--- config.mk ---
export PLATFORM = sky130hd
export DESIGN_NAME = seven_seg_scanner
export DESIGN_NICKNAME = d
export VERILOG_FILES = /design/src/rtl/seven_seg_scanner.sv
export SDC_FILE = /design/constraint.sdc
export NUM_CORES = 1
export LEC_CHECK = 0
export ABC_AREA = 0
export BUFFER_PORTS_ARGS = -buffer_cell sky130_fd_sc_hd__buf_2
export CELL_PAD_IN_SITES_DETAIL_PLACEMENT = 1
export CELL_PAD_IN_SITES_GLOBAL_PLACEMENT = 1
export CORE_AREA = 8 8 125 127
export DETAILED_ROUTE_END_ITERATION = 10
export DIE_AREA = 0 0 133 135
export MAX_ROUTING_LAYER = met4
export PLACE_DENSITY = 0.75
export REMOVE_ABC_BUFFERS = 1
export SETUP_SLACK_MARGIN = 0.1
export SLEW_MARGIN = 15
export SYNTH_ARGS = -nofsm -noshare
export SYNTH_HDL_FRONTEND = slang
export SYNTH_SLANG_ARGS = --single-unit
--- constraint.sdc ---
create_clock -name CLK100MHZ -period 2.8 [get_ports CLK100MHZ]
set_clock_uncertainty 0.1 [all_clocks]
set_input_delay 0.14 -clock CLK100MHZ [delete_from_list [all_inputs] [get_ports CLK100MHZ]]
set_output_delay 0.14 -clock CLK100MHZ [all_outputs]
set_load 0.05 [all_outputs]
--- src/rtl/seven_seg_scanner.sv ---
// seven_seg_scanner: 8-digit multiplexed seven-segment driver with tear-free double-buffered updates
module seven_seg_scanner #(
  parameter int REFRESH_CYCLES = 100000,
  parameter int BLANK_CYCLES   = 4,
  parameter int BLANK_LEADING  = 1
) (
  input  logic        CLK100MHZ,
  input  logic        CPU_RESETN,
  input  logic [31:0] data_in,
  input  logic [7:0]  dp_in,
  input  logic        data_valid,
  input  logic [7:0]  digit_en,
  output logic [7:0]  AN,
  output logic [6:0]  segment,
  output logic        dp,
  output logic        frame_done,
  output logic        update_ack
);
  localparam int CW = (REFRESH_CYCLES > 1) ? $clog2(REFRESH_CYCLES) : 1;
  localparam logic [CW-1:0] LAST = CW'(REFRESH_CYCLES - 1);
  localparam logic [CW-1:0] BL   = CW'(BLANK_CYCLES);
  localparam logic [0:0] S_BLANK = 1'b0;
  localparam logic [0:0] S_DRIVE = 1'b1;

  logic [CW-1:0] r_cnt;
  logic [2:0]    r_idx;
  logic [0:0]    r_state;
  logic [31:0]   r_pend;
  logic [7:0]    r_pend_dp;
  logic          r_pend_vld;
  logic [31:0]   r_sh;
  logic [7:0]    r_sh_dp;

  logic          w_wrap;
  logic          w_commit;
  logic [CW-1:0] w_cnt_nxt;
  logic [3:0]    w_nib;
  logic          w_lead;
  logic          w_on;
  logic [6:0]    w_seg;

  // slot timing, commit point and whether the current digit is actually lit
  always_comb begin
    w_wrap    = r_cnt == LAST;
    w_cnt_nxt = w_wrap ? '0 : r_cnt + 1'b1;
    w_commit  = w_wrap && r_idx == 3'd7;
    w_nib     = r_sh[{r_idx, 2'b00} +: 4];
    w_lead    = (BLANK_LEADING != 0) && r_idx != 3'd0 && (r_sh >> {r_idx, 2'b00}) == 32'd0;
    w_on      = r_state == S_DRIVE && digit_en[r_idx] && !w_lead;
  end

  // hex nibble to active-low {g,f,e,d,c,b,a}
  always_comb begin
    case (w_nib)
      4'h0: w_seg = 7'h40;
      4'h1: w_seg = 7'h79;
      4'h2: w_seg = 7'h24;
      4'h3: w_seg = 7'h30;
      4'h4: w_seg = 7'h19;
      4'h5: w_seg = 7'h12;
      4'h6: w_seg = 7'h02;
      4'h7: w_seg = 7'h78;
      4'h8: w_seg = 7'h00;
      4'h9: w_seg = 7'h10;
      4'hA: w_seg = 7'h08;
      4'hB: w_seg = 7'h03;
      4'hC: w_seg = 7'h46;
      4'hD: w_seg = 7'h21;
      4'hE: w_seg = 7'h06;
      default: w_seg = 7'h0E;
    endcase
  end

  // slot counter, digit scan index and blank/drive phase (phase tracks the next count)
  always_ff @(posedge CLK100MHZ or negedge CPU_RESETN) begin
    if (!CPU_RESETN) begin
      r_cnt   <= '0;
      r_idx   <= 3'd0;
      r_state <= S_BLANK;
    end else begin
      r_cnt   <= w_cnt_nxt;
      r_idx   <= w_wrap ? r_idx + 3'd1 : r_idx;
      r_state <= (w_cnt_nxt >= BL) ? S_DRIVE : S_BLANK;
    end
  end

  // pending capture; shadow only reloads at the frame boundary, taking the pre-strobe pending value
  always_ff @(posedge CLK100MHZ or negedge CPU_RESETN) begin
    if (!CPU_RESETN) begin
      r_pend     <= 32'd0;
      r_pend_dp  <= 8'd0;
      r_pend_vld <= 1'b0;
      r_sh       <= 32'd0;
      r_sh_dp    <= 8'd0;
    end else begin
      if (w_commit && r_pend_vld) begin
        r_sh       <= r_pend;
        r_sh_dp    <= r_pend_dp;
        r_pend_vld <= 1'b0;
      end
      if (data_valid) begin
        r_pend     <= data_in;
        r_pend_dp  <= dp_in;
        r_pend_vld <= 1'b1;
      end
    end
  end

  // registered display outputs and boundary pulses
  always_ff @(posedge CLK100MHZ or negedge CPU_RESETN) begin
    if (!CPU_RESETN) begin
      AN         <= 8'hFF;
      segment    <= 7'h7F;
      dp         <= 1'b1;
      frame_done <= 1'b0;
      update_ack <= 1'b0;
    end else begin
      AN         <= w_on ? ~(8'd1 << r_idx) : 8'hFF;
      segment    <= w_on ? w_seg : 7'h7F;
      dp         <= w_on ? ~r_sh_dp[r_idx] : 1'b1;
      frame_done <= w_commit;
      update_ack <= w_commit && r_pend_vld;
    end
  end
endmodule

**After elaboration in Yosys (flattened, before gate mapping)**

Memories as Yosys holds them, arrays and structs flattened.
Cells that the tools add are included.

- Bits in registers: 120
- RAM bits: 0
- Word-level logic and storage cells: 45
- Memories: 1
- Output and inout port bits: 18
- Latch bits: 0
- Input port bits: 51
- ROM bits: 112

- $mul: 0
- Bitwise operators: 2
- Multiplexer cells: 11
- Reductions and logical operators: 9
- Div/mod/pow operators: 0
- Eq/ne operators: 2
- Shifts and indexed selects: 3
- Add/subtract/negate cells: 2
- Order comparisons: 2

Memories:

| memory | words | width | read ports | clocked after Yosys merged registers in | write ports | RTL line | source |
|---|---|---|---|---|---|---|---|
| (name not given) | 16 | 7 | 1 | 0 | 0 | 54 | `case (w_nib)` |

Operators with widths:

| operator | number |
|---|---|
| $logic_not A32 Y1 | 1 |
| $shiftx A32 B6 Y4 | 1 |
| $shr A32 B5 Y32 | 1 |
| $add A17 B1 Y17 const B | 1 |
| $eq A17 B17 Y1 const B | 1 |
| $ge A17 B3 Y1 const B | 1 |
| $mux W17 | 1 |
| $mux W8 | 1 |
| $not A8 Y8 | 1 |
| $shl A1 B3 Y8 const A | 1 |
| $mux W7 | 1 |
| $bmux W1 S3 | 2 |
| $mux W1 | 6 |
| $logic_and A1 B1 Y1 | 5 |
| $lt A3 B4 Y1 const B | 1 |
| $add A3 B1 Y3 const B | 1 |
| $eq A3 B3 Y1 const B | 1 |
| $reduce_bool A3 Y1 | 1 |
| $reduce_bool A2 Y1 | 1 |
| $logic_not A1 Y1 | 1 |
| $not A1 Y1 | 1 |

**Logic depth before layout (Yosys ltp)**

Gate-level depths: netlist of run 1.

- Depth after elaboration: 6
- Depth in mapped cells: 12
- Gate-level depth less buffers: 10

**Worst setup path after synthesis of run 1**

Ideal clock, no wire load.

- Path kind: reg2reg
- From: register r_idx[0]
- To: register segment[4]
- Clock period less this slack: 2,826 ps
- Path slack: -26 ps
- Setup time: 62 ps
- Stages on the path, launching flop included: 11
- Path buffers: 2
- Required time: 2,638 ps
- Data arrival time: 2,665 ps
- Cells stage by stage: dfrtp_1 buf_6 buf_6 mux4_2 mux2i_1 ha_1 o311ai_0 a221oi_1 a31oi_2 a41oi_4 a221o_1

- Word-level cells in the longest chain between the ends: 6
- Elaborated cells on any way between the ends: 12
- Classes of those cells: 2 x shift; 3 x mux; 6 x reduce/logical; 1 x memory

Ends and longest elaborated chain:

| item | RTL line | source |
|---|---|---|
| from (decl) | 26 | `logic [2:0] r_idx;` |
| from (signal assigned) | 82 | `r_idx <= w_wrap ? r_idx + 3'd1 : r_idx;` |
| parallel branches: the longest is 5 deep, another holds $mem_v2 Z16 W7 | n/a |  |
| $mux W7 * | 119 | `segment <= w_on ? w_seg : 7'h7F;` |
| to (signal assigned) | 119 |  |
| to (decl) | 14 | `output logic [6:0] segment,` |

Mark *: on every way between the ends. The select of a mux whose other input is x is not followed.
A chain may end at the register's enable or synchronous reset.

**Final worst setup path of run 1**

- From: register r_idx[0]
- To: register segment[2]

The elaborated chain is that of the path after synthesis.

==> results of run 1 <==
[sequential cells by signal (all words and copies together), names as in the netlist, 3 cells and up]
register	cells
AN	8
r_cnt	17
r_idx	3
r_pend	32
r_pend_dp	8
r_sh	32
r_sh_dp	8
segment	7
[metrics by stage]
| step | setup TNS (ns) | power, mW | hold slack (ns) | setup WS [ns] | instances |
|---|---|---|---|---|---|
| 2_1_floorplan | -17.24 | 1.94 | -0.256 | -0.391 | 413 |
| 3_3_place_gp | 0 | 2.05 | 0.0856 | 0.148 | 676 |
| 3_5_place_dp | -0.114 | 2.06 | 0.0973 | -0.0386 | 676 |
| 4_1_cts | 0 | 4.24 | 0.195 | 0.107 | 750 |
| 5_1_grt | 0 | 4.34 | 0.242 | 0.0862 | 753 |
| 6_report | 0 | 4.18 | 0.174 | 0.229 | 753 |
[worst max-delay path by stage]
stage | start | endpoint | slack [ns] | cells past startpoint
2_1_floorplan | r_idx[0] | segment[4] | -0.39 | 8
3_3_place_gp | r_idx[0] | segment[2] | 0.15 | 8
3_5_place_dp | r_idx[0] | segment[0] | -0.04 | 8
4_1_cts | r_idx[0] | segment[2] | 0.11 | 8
5_1_grt | r_idx[0] | segment[1] | 0.09 | 10
6_report | r_idx[0] | segment[2] | 0.23 | 8
[power breakdown]
part           switching (mW)  leakage (nW)  internal, mW
Combinational           0.106          1.53         0.129
Sequential             0.0354          1.50          1.80
Clock                   0.842         0.274          1.26
[routing by layer]
layer / routed length (um) / GRT usage [%] / vias to the layer above / part of all wire, %
met5: 0 / - / - / 0
met3: 503 / 4.38 / 29 / 3.5
li1: - / - / 1846 / -
met4: 318 / 7.76 / 0 / 2.2
met2: 7300 / 28.4 / 81 / 51
met1: 6120 / 19.6 / 2015 / 43
[final cells by class]
cell class	count	area share [%]
well taps	180	3.08
clock inverters	14	1.92
flip-flops and latches	120	41.4
clock buffers	18	6.01
inverters	10	0.514
repair buffers	128	12.6
multi-input cells	283	34.5
[Yosys cell counts (all sizes together) (2+ instances only)]
master  count
mux2i       4
and2        4
mux2       83
mux4       12
a31oi       2
inv        10
and3        5
a221o       6
and4        2
dfstp      16
dfrtp     104
nand3      12
o31ai       2
buf        15
nand4       6
nor3b       5
nor3       10
a21oi       5
o21ai       7
nor4        7
o22ai       2
a22oi       3
ha         13
a221oi      2
nand2      23
clkbuf      9
o211ai      2
xor2        6
a21o        2
nor2       25
nand2b      5
xnor2      14
[kinds of logic after synthesis]
group	after synthesis	share of synthesized area, %
AO/OA/AOI/OAI	41	5.72
adder cells (fa/ha/maj)	13	2.86
XOR/XNOR	20	3.08
AND/OR/NAND/NOR	110	10.2
flip-flops	120	53.1
multiplexers	99	22.1
buffers and inverters	34	2.90
[timing repair]
| item | CTS | global route |
|---|---|---|
| setup buffers | 1 | 3 |
| gates resized for setup | 4 | 6 |
| hold buffers | 41 | 0 |
| setup endpoints to repair | 13 | 13 |
| pin swaps | 1 | 2 |
| hold endpoints to repair | 75 | 0 |
==> results.txt, run 1 <==
----------------------------------------------------
[Run status]
  Result of the run ... finished clean

[Timing]
  Period utilization ... 91.8%
  Final Max Tran Viols ... 0
  Worst-margin pin slew ... 0.917 ns
  Relative slew margins ... 38.9%
  Number of hold violations in the final report ... 0
  Min cycle time layout ... 2.57 ns
  Setup repair after global routing missed its margin ... no
  Final setup fails ... 0
  Highest Clock Rate ... 389 MHz

[Clock tree]
  Clk slew on worst S/H paths ... 0.06 ns
  Clock tree from TritonCTS ... built
  CTS HTree Levels ... 4
  Number of buffers on the longest clock path ... 2
  Root buffer selected by CTS ... clkbuf_16
  Insertion delay to the later sink of the worst-skew pair ... 0.42 ns
  Clock Sinks ... 120
  Inserted Clock Buffers ... 17

[Cells and area]
  Area delta synth->final ... 28.4%
  Most frequent cells in the layout ... 103 x dfrtp_1, 79 x mux2_2, 67 x buf_2, 41 x dlygate4sd3_1
  Antenna Diode Count ... 0
  Area occupied by registers ... 0.00302 sq mm
  Core occupancy in the finished layout ... 53.7%
  NumNets Final ... 624
  Post-layout instance area ... 0.00731 sq mm
  Most common cell after layout, fill and taps aside ... dfrtp_1
  Share of final-layout standard cells stronger than drive strength 1 ... 42.1%
  Fill cell count ... 1394
  Multi-input gate area in the final layout ... 0.00252 sq mm

[Worst setup path]
  Count of buffer and inverter cells on the critical path ... 2
  Endpoint kind of the worst setup timing path ... flip-flop
  Cell chain of the critical path ... buf_4, buf_4, mux4_2, mux2_4, nor2_4, a31oi_2, a41oi_4, a221o_1
  Slowest stage delay, CP ... 0.55 ns
  Data arrival time of the worst path ... 2.82 ns
  Top delay family on crit path ... multiplexers
  CP Max Fanout ... 8
  Crit Reg-Reg Startpoint ... r_idx[0]
  Slack of the worst reg-to-reg path ... 0.23 ns
  Most prevalent standard cell on the critical path ... buf_4
  Crit Path Class ... reg2reg
  Capturing point of the worst reg2reg path ... segment[2]
  Depth of the worst register-to-register path ... 8
  Crit-path slowest cell ... mux4_2
  Data required time of the worst path ... 3.05 ns
  Kind of start point of the critical path ... flip-flop

[Placement]
  Placed inst area ... 0.00627 sq mm
  Number of buffer cells added on primary ports ... 68
  Total half-perimeter wirelength after legalization and detailed placement ... 9790 um
  Routability cong. ... 0.924

[Route]
  Per-cell via count in the routed design ... 5.27
  Antenna Violating Nets Remaining ... 0
  Routed wire length ... 14200 um
  Number of design-rule violations left by the first detailed-router iteration ... 179
  Pre-antenna DRT Iters ... 4
  Routed WL per cell ... 18.9 um
  Post-detailed-route DRC marker count ... 0
  DR vias ... 3971

[Yosys]
  Area of the mapped netlist ... 0.00569 sq mm
  Cell taking the most area after synthesis ... dfrtp_1
  Post-synth ARST share ... 100%
  Count of distinct cell types in the synthesized netlist ... 56
  Post-synthesis register bit count ... 120
  Count of flip-flops with a built-in enable after synthesis ... 0
  Post-synthesis instance total ... 437
  Sequential fraction of the synthesis area ... 53.1%
  Total of warnings raised by yosys ... 0
  Top cells by area in the synthesized netlist ... dfrtp_1 46%, mux2_2 16%, dfstp_2 7.4%
  Top-area cell type share of the netlist area ... 45.7%
  Mean Syn Cell Area ... 13.0 sq um
  Primary FF master, synth ... dfrtp_1

[Power and ir drop]
  Worst ir drop on vdd ... 0.000460 V
  Cell leakage power ... 3.31 nW
  Power per unit of standard cell area ... 572 mW/mm^2

[Floorplanning]
  Top-level port count ... 69
  Die area ... 0.0180 sq mm
  Die extent in y ... 135 um
  Placeable core area ... 0.0136 sq mm
  Effective utilization at floorplan ... 41.8%
  Total number of placement rows ... 43
  Die width ... 133 um

[Hold path]
  Type of the tightest min-delay check ... in2async

[Global route]
  Grt total ovfl ... 0
  Initial antenna violation count ... 0
  Tot GR Track Use ... 17.3%
  Via count of the first global-routing pass ... 4458
  Largest net degree at the start of global routing ... 47
  Wire length of the first global-routing pass ... 23500 um

[Flow run]
  Max Cap Viol ... 0

----------------------------------------------------
No activity file was read; power rests on OpenSTA's default activity.
==> run 2: changes to the inputs <==
--- a/config.mk
+++ b/config.mk
@@ -13,7 +13,7 @@
 export DETAILED_ROUTE_END_ITERATION = 10
 export DIE_AREA = 0 0 133 135
 export MAX_ROUTING_LAYER = met4
-export PLACE_DENSITY = 0.75
+export PLACE_DENSITY = 0.74
 export REMOVE_ABC_BUFFERS = 1
 export SETUP_SLACK_MARGIN = 0.1
 export SLEW_MARGIN = 15
==> run 2 against run 1 <==
Effect of this change: clock power grew 6%; combinational power barely moved; die area is the same; largest cell class unchanged.
==> results.txt, run 2 (synthesis gave the netlist of run 1 again) <==
----------------------------------------------------
[Global route]
  Initial antenna violation count ... 0 (unchanged)
  Wire length of the first global-routing pass ... 23700 um (+1.1%)
  Via count of the first global-routing pass ... 4522 (+1.4%)
  Tot GR Track Use ... 17.2% (-0.13 points)
  Largest net degree at the start of global routing ... 71 (+51%)
  Grt total ovfl ... 0 (unchanged)

[Floorplanning]
  Die area ... 0.0180 sq mm (unchanged)
  Effective utilization at floorplan ... 41.8% (unchanged)
  Placeable core area ... 0.0136 sq mm (unchanged)
  Total number of placement rows ... 43 (unchanged)
  Die extent in y ... 135 um (unchanged)
  Die width ... 133 um (unchanged)
  Top-level port count ... 69 (unchanged)

[Clock tree]
  CTS HTree Levels ... 4 (unchanged)
  Clk slew on worst S/H paths ... 0.05 ns (about the same)
  Clock Sinks ... 120 (unchanged)
  Clock tree from TritonCTS ... built
  Number of buffers on the longest clock path ... 2 (unchanged)
  Inserted Clock Buffers ... 17 (unchanged)
  Root buffer selected by CTS ... clkbuf_16
  Insertion delay to the later sink of the worst-skew pair ... 0.41 ns (about the same)

[Power and ir drop]
  Switching part of the total ... 20.2% (-3.3 points)
  Share of total power in the clock network ... 51.8% (+1.4 points)
  Fraction of power consumed by combinational cells ... 5.4% (-0.2 points)
  Cell leakage power ... 3.32 nW (+0.18%)
  Sequential group share of total power ... 42.8% (-1.2 points)
  Worst ir drop on vdd ... 0.000474 V (+3.1%)
  Net switching power ... 0.869 mW (-12%)
  Cell-internal power ... 3.43 mW (+7.2%)
  Power per unit of standard cell area ... 589 mW/mm^2 (+2.9%)

[Placement]
  Number of buffer cells added on primary ports ... 68 (unchanged)
  Placed inst area ... 0.00625 sq mm (-0.36%)
  Total half-perimeter wirelength after legalization and detailed placement ... 9840 um (+0.54%)
  Routability cong. ... 0.941 (+1.8%)

[Timing]
  Final setup fails ... 0 (unchanged)
  Highest Clock Rate ... 381 MHz (-2.1%)
  Number of hold violations in the final report ... 0 (unchanged)
  Final setup TNS ... 0 ns (unchanged)
  Period utilization ... 93.8% (+2.0 points)
  Setup repair after global routing missed its margin ... yes
  Worst-margin pin slew ... 0.966 ns (+0.0490 ns)
  Min cycle time layout ... 2.63 ns (+0.0563 ns)
  Relative slew margins ... 35.6% (-3.3 points)
  Final Max Tran Viols ... 0 (unchanged)
  Hold_ws ... 0.198 ns (+0.0244 ns)

[Cells and area]
  Biggest regs ... r_pend (32), r_sh (32), r_cnt (17)
  Most common cell after layout, fill and taps aside ... dfrtp_1
  Post-layout instance area ... 0.00730 sq mm (about the same)
  NumNets Final ... 620 (-0.64%)
  Antenna Diode Count ... 0 (unchanged)
  Area delta synth->final ... 28.3% (about the same)
  Fill cell count ... 1393 (-0.072%)
  Most frequent cells in the layout ... 103 x dfrtp_1, 80 x mux2_2, 67 x buf_2, 41 x dlygate4sd3_1
  Share of final-layout standard cells stronger than drive strength 1 ... 40.6% (-1.4 points)

[Route]
  Per-cell via count in the routed design ... 5.37 (+1.8%)
  Routed WL per cell ... 19.0 um (+0.36%)
  Number of design-rule violations left by the first detailed-router iteration ... 265 (+48%)
  Pre-antenna DRT Iters ... 4 (unchanged)
  Post-detailed-route DRC marker count ... 0 (unchanged)
  Routed wire length ... 14200 um (-0.57%)
  Antenna Violating Nets Remaining ... 0 (unchanged)
  DR vias ... 4004 (+0.83%)

[Worst setup path]
  Data arrival time of the worst path ... 2.87 ns (+0.05 ns)
  Crit Path Class ... reg2reg
  Endpoint kind of the worst setup timing path ... flip-flop
  Data required time of the worst path ... 3.05 ns (about the same)
  CP Max Fanout ... 17 (+9)
  Kind of start point of the critical path ... flip-flop

[Flow run]
  Max Cap Viol ... 0 (unchanged)

[Hold path]
  Type of the tightest min-delay check ... in2async

[Run status]
  Result of the run ... finished clean

----------------------------------------------------
[run 2: cell count changes in the layout (fill, tap and decap cells not counted), sizes merged]
cell,before,now
inv,16,11
buf,87,83
clkinvlp,4,0
bufinv,1,4
clkbuf,18,21
[run 2: power groups by stage]
stage | Combinational, mW | Sequential, mW | Clock (mW)
global route | 0.256 | 1.85 | 2.34
global placement | 0.183 | 1.86 | 0
finish | 0.233 | 1.84 | 2.23
CTS | 0.237 | 1.84 | 2.28
floorplan | 0.0733 | 1.87 | 0
detailed placement | 0.192 | 1.87 | 0
[run 2: layout make-up]
class	instances	area, sq um	share of cell area [%]
flip-flops and latches	120	3020	41.4
multi-input cells	283	2520	34.6
repair buffers	124	891	12.2
clock buffers	21	450	6.17
well taps	180	225	3.08
clock inverters	8	148	2.02
inverters	10	37.5	0.514
[run 2: worst paths after layout]
| check | from | endpoint | slack [ns] | cells past startpoint |
|---|---|---|---|---|
| worst max-delay path | r_idx[0] | segment[1] | 0.17 | 7 |
| worst min-delay path | CPU_RESETN | r_cnt[5] | 0.20 | 2 |
| worst max register to register | r_idx[0] | segment[1] | 0.17 | 7 |
| worst min register to register | r_cnt[0] | r_cnt[0] | 0.36 | 1 |
| max in group asynchronous | CPU_RESETN | r_idx[0] | 1.59 | 3 |
| min in group CLK100MHZ | digit_en[0] | segment[3] | 0.36 | 4 |
[run 2: timing repair]
item                       4_1_cts  5_1_grt
gates resized for setup          3        4
buffers inserted                 2        1
pin swaps                        2        2
hold endpoints to repair        74        0
gates cloned                     0        0
hold buffers                    41        0
setup endpoints to repair       13       13
[run 2: routing by layer]
metal / part of all wire, % / vias to the layer above / GRT usage (%)
met1: 41 / 2054 / 19.2
met2: 53 / 92 / 29.1
met3: 3.6 / 25 / 4.01
met5: 0 / - / -
li1: - / 1833 / -
met4: 1.9 / 0 / 7.00
[run 2: worst max-delay path: stages, from the launching register on]
cell and delay (ns):
dfrtp_2 0.46, buf_4 0.25, mux4_1 0.60, mux2_2 0.34, nor2_2 0.18, a31oi_2 0.15
a41oi_4 0.30, a221o_1 0.17
[run 2: through the flow]
stage	cells	utilization [%]	setup WS (ns)	power (mW)
CTS	745	53.5	0.122	4.35
global route	746	53.6	0.0140	4.44
floorplan	413	-	-0.391	1.94
global placement	673	45.9	0.125	2.05
finish	746	53.6	0.172	4.30
detailed placement	673	45.9	-0.0522	2.06
==> run 3: changes to the inputs <==
--- a/config.mk
+++ b/config.mk
@@ -13,9 +13,9 @@
 export DETAILED_ROUTE_END_ITERATION = 10
 export DIE_AREA = 0 0 133 135
 export MAX_ROUTING_LAYER = met4
-export PLACE_DENSITY = 0.74
+export PLACE_DENSITY_LB_ADDON = 0.12
+export RECOVER_POWER = 50
 export REMOVE_ABC_BUFFERS = 1
-export SETUP_SLACK_MARGIN = 0.1
 export SLEW_MARGIN = 15
 export SYNTH_ARGS = -nofsm -noshare
 export SYNTH_HDL_FRONTEND = slang
==> run 3 against run 2 <==
Effect of this change: the flow now finishes with violations (max-capacitance violations, max-slew violations); worst setup slack improved by 0.018 ns; routed wire length increased by 1.6%; via count decreased by 0.15%; power decreased by 5.2%; global-route usage increased by 0.67 points; clock-buffer cell count decreased by 2; fmax increased by 0.70%; critical path type unchanged; critical endpoint is now segment[5]; largest power group unchanged.
==> results.txt, run 3 (synthesis gave the netlist of run 1 again) <==
----------------------------------------------------
[Floorplanning]
  Die area ... 0.0180 sq mm (unchanged)
  Die extent in y ... 135 um (unchanged)
  Total number of placement rows ... 43 (unchanged)
  Placeable core area ... 0.0136 sq mm (unchanged)
  Die width ... 133 um (unchanged)
  Top-level port count ... 69 (unchanged)
  Effective utilization at floorplan ... 41.8% (unchanged)

[Clock tree]
  Number of buffers on the longest clock path ... 2 (unchanged)
  Root buffer selected by CTS ... clkbuf_16
  CTS HTree Levels ... 4 (unchanged)
  Clock tree from TritonCTS ... built
  Insertion delay to the later sink of the worst-skew pair ... 0.43 ns (+0.02 ns)
  Clk slew on worst S/H paths ... 0.06 ns (about the same)
  Clock Sinks ... 120 (unchanged)
  Inserted Clock Buffers ... 17 (unchanged)

[Timing]
  Relative slew margins ... -50.7% (-86 points)
  Period utilization ... 93.2% (-0.66 points)
  Hold_ws ... 0.334 ns (+0.136 ns)
  Worst-margin pin slew ... 2.26 ns (+1.30 ns)
  Min cycle time layout ... 2.61 ns (-0.0184 ns)
  Highest Clock Rate ... 383 MHz (+0.70%)
  Setup repair after global routing missed its margin ... no
  Final Max Tran Viols ... 105 (+105)
  Final setup fails ... 0 (unchanged)
  Number of hold violations in the final report ... 0 (unchanged)
  Final setup TNS ... 0 ns (unchanged)

[Cells and area]
  Core occupancy in the finished layout ... 53.6% (-0.083 points)
  Most common cell after layout, fill and taps aside ... dfrtp_1
  Share of final-layout standard cells stronger than drive strength 1 ... 41.3% (+0.71 points)
  Biggest regs ... r_pend (32), r_sh (32), r_cnt (17)
  Most frequent cells in the layout ... 103 x dfrtp_1, 80 x mux2_2, 64 x buf_2, 41 x dlygate4sd3_1
  NumNets Final ... 629 (+1.5%)
  Area delta synth->final ... 28.1%
  Antenna Diode Count ... 0 (unchanged)

[Route]
  Pre-antenna DRT Iters ... 4 (unchanged)
  Number of design-rule violations left by the first detailed-router iteration ... 167 (-37%)
  Routed wire length ... 14400 um (+1.6%)
  Post-detailed-route DRC marker count ... 0 (unchanged)
  Antenna Violating Nets Remaining ... 0 (unchanged)
  Per-cell via count in the routed design ... 5.27 (-1.7%)
  Routed WL per cell ... 19.0 um (about the same)
  DR vias ... 3998 (-0.15%)

[Placement]
  Number of buffer cells added on primary ports ... 68 (unchanged)
  Total half-perimeter wirelength after legalization and detailed placement ... 10100 um (+2.1%)
  Routability cong. ... 0.859 (-8.6%)

[Power and ir drop]
  Power per unit of standard cell area ... 559 mW/mm^2 (-5.0%)
  Cell leakage power ... 3.30 nW (-0.55%)
  Worst ir drop on vdd ... 0.000412 V (-13%)
  Design Power ... 4.08 mW (-5.2%)

[Worst setup path]
  Slowest stage delay, CP ... 0.50 ns (-0.10 ns)
  Count of buffer and inverter cells on the critical path ... 1 (unchanged)
  Crit Path Class ... reg2reg
  Kind of start point of the critical path ... flip-flop
  Data arrival time of the worst path ... 2.87 ns (about the same)
  Cell chain of the critical path ... buf_4, mux4_2, mux2i_2, ha_2, o311ai_1, a221oi_2, a31oi_2, a41oi_4, a221o_1
  Top delay family on crit path ... compound AO/OA/AOI/OAI gates
  Crit-path slowest cell ... mux4_2
  Endpoint kind of the worst setup timing path ... flip-flop
  CP Max Fanout ... 6 (-11)
  Data required time of the worst path ... 3.06 ns (about the same)

[Global route]
  Via count of the first global-routing pass ... 4382 (-3.1%)
  Grt total ovfl ... 0 (unchanged)
  Initial antenna violation count ... 0 (unchanged)
  Largest net degree at the start of global routing ... 63 (-11%)
  Tot GR Track Use ... 17.8% (+0.67 points)
  Wire length of the first global-routing pass ... 24100 um (+1.4%)

[Run status]
  Failing checks ... max-capacitance violations, max-slew violations
  Result of the run ... finished, violations left

[Flow run]
  Max Cap Viol ... 2 (+2)

[Hold path]
  Type of the tightest min-delay check ... in2reg

----------------------------------------------------
-- run 3: cell types whose count changed in the layout (fill, tap and decap cells not counted), sizes merged --
cell      delta
clkbuf       +4
buf          +3
inv          +2
clkinvlp     +7
bufinv       -4
-- run 3: worst min-delay path, delay by kind of cell --
family / cells / cell delay, ns
buf+inv: 1 / 0.07
mux: 1 / 0.29
compound gates: 2 / 0.35
-- run 3: path summary, 6_finish.rpt --
kind	slack, ns	startpoint	to	cells after the start
worst min register to register	0.37	r_pend_vld	r_pend_vld	1
worst max-delay path	0.19	r_idx[0]	segment[5]	9
max in group asynchronous	0.55	CPU_RESETN	r_pend_vld	3
min in group asynchronous	0.55	CPU_RESETN	r_pend[3]	2
worst max register to register	0.19	r_idx[0]	segment[5]	9
worst min-delay path	0.33	digit_en[0]	segment[3]	4
-- run 3: metal layers --
metal,routed length [um],GRT usage [%],vias up
met4,274,7.38,0
met5,0,-,-
met1,6710,22.3,2042
met3,556,4.75,20
li1,-,-,1854
met2,6850,27.0,82
-- run 3: report_power, final --
group          switching, mW  internal, mW  leakage [nW]
Sequential            0.0348          1.80          1.50
Clock                  0.827          1.18         0.250
Combinational          0.105         0.127          1.55
-- run 3: final cells by class --
| cell class | instances | area (sq um) |
|---|---|---|
| repair buffers | 133 | 936 |
| inverters | 10 | 37.5 |
| multi-input cells | 283 | 2520 |
| clock inverters | 13 | 97.6 |
| well taps | 180 | 225 |
| flip-flops and latches | 120 | 3020 |
| clock buffers | 19 | 453 |
| fillers | 1399 | 6320 |
-- run 3: what timing repair did --
| action | 4_1_cts | 5_1_grt |
|---|---|---|
| gates cloned | 0 | 0 |
| endpoints found under the setup margin | 13 | 16 |
| pin swaps | 0 | 2 |
| resized for setup | 1 | 4 |
| hold buffers | 41 | 0 |
| endpoints found under the hold margin | 89 | 0 |
| buffers inserted | 0 | 6 |
-- run 3: stage by stage --
step,worst slack (ns),area (sq um),instances
2_1_floorplan,-0.391,5560,413
3_3_place_gp,0.107,6290,679
3_5_place_dp,-0.0671,6290,679
4_1_cts,0.0117,7250,752
5_1_grt,0.0484,7290,758
6_report,0.191,7290,758
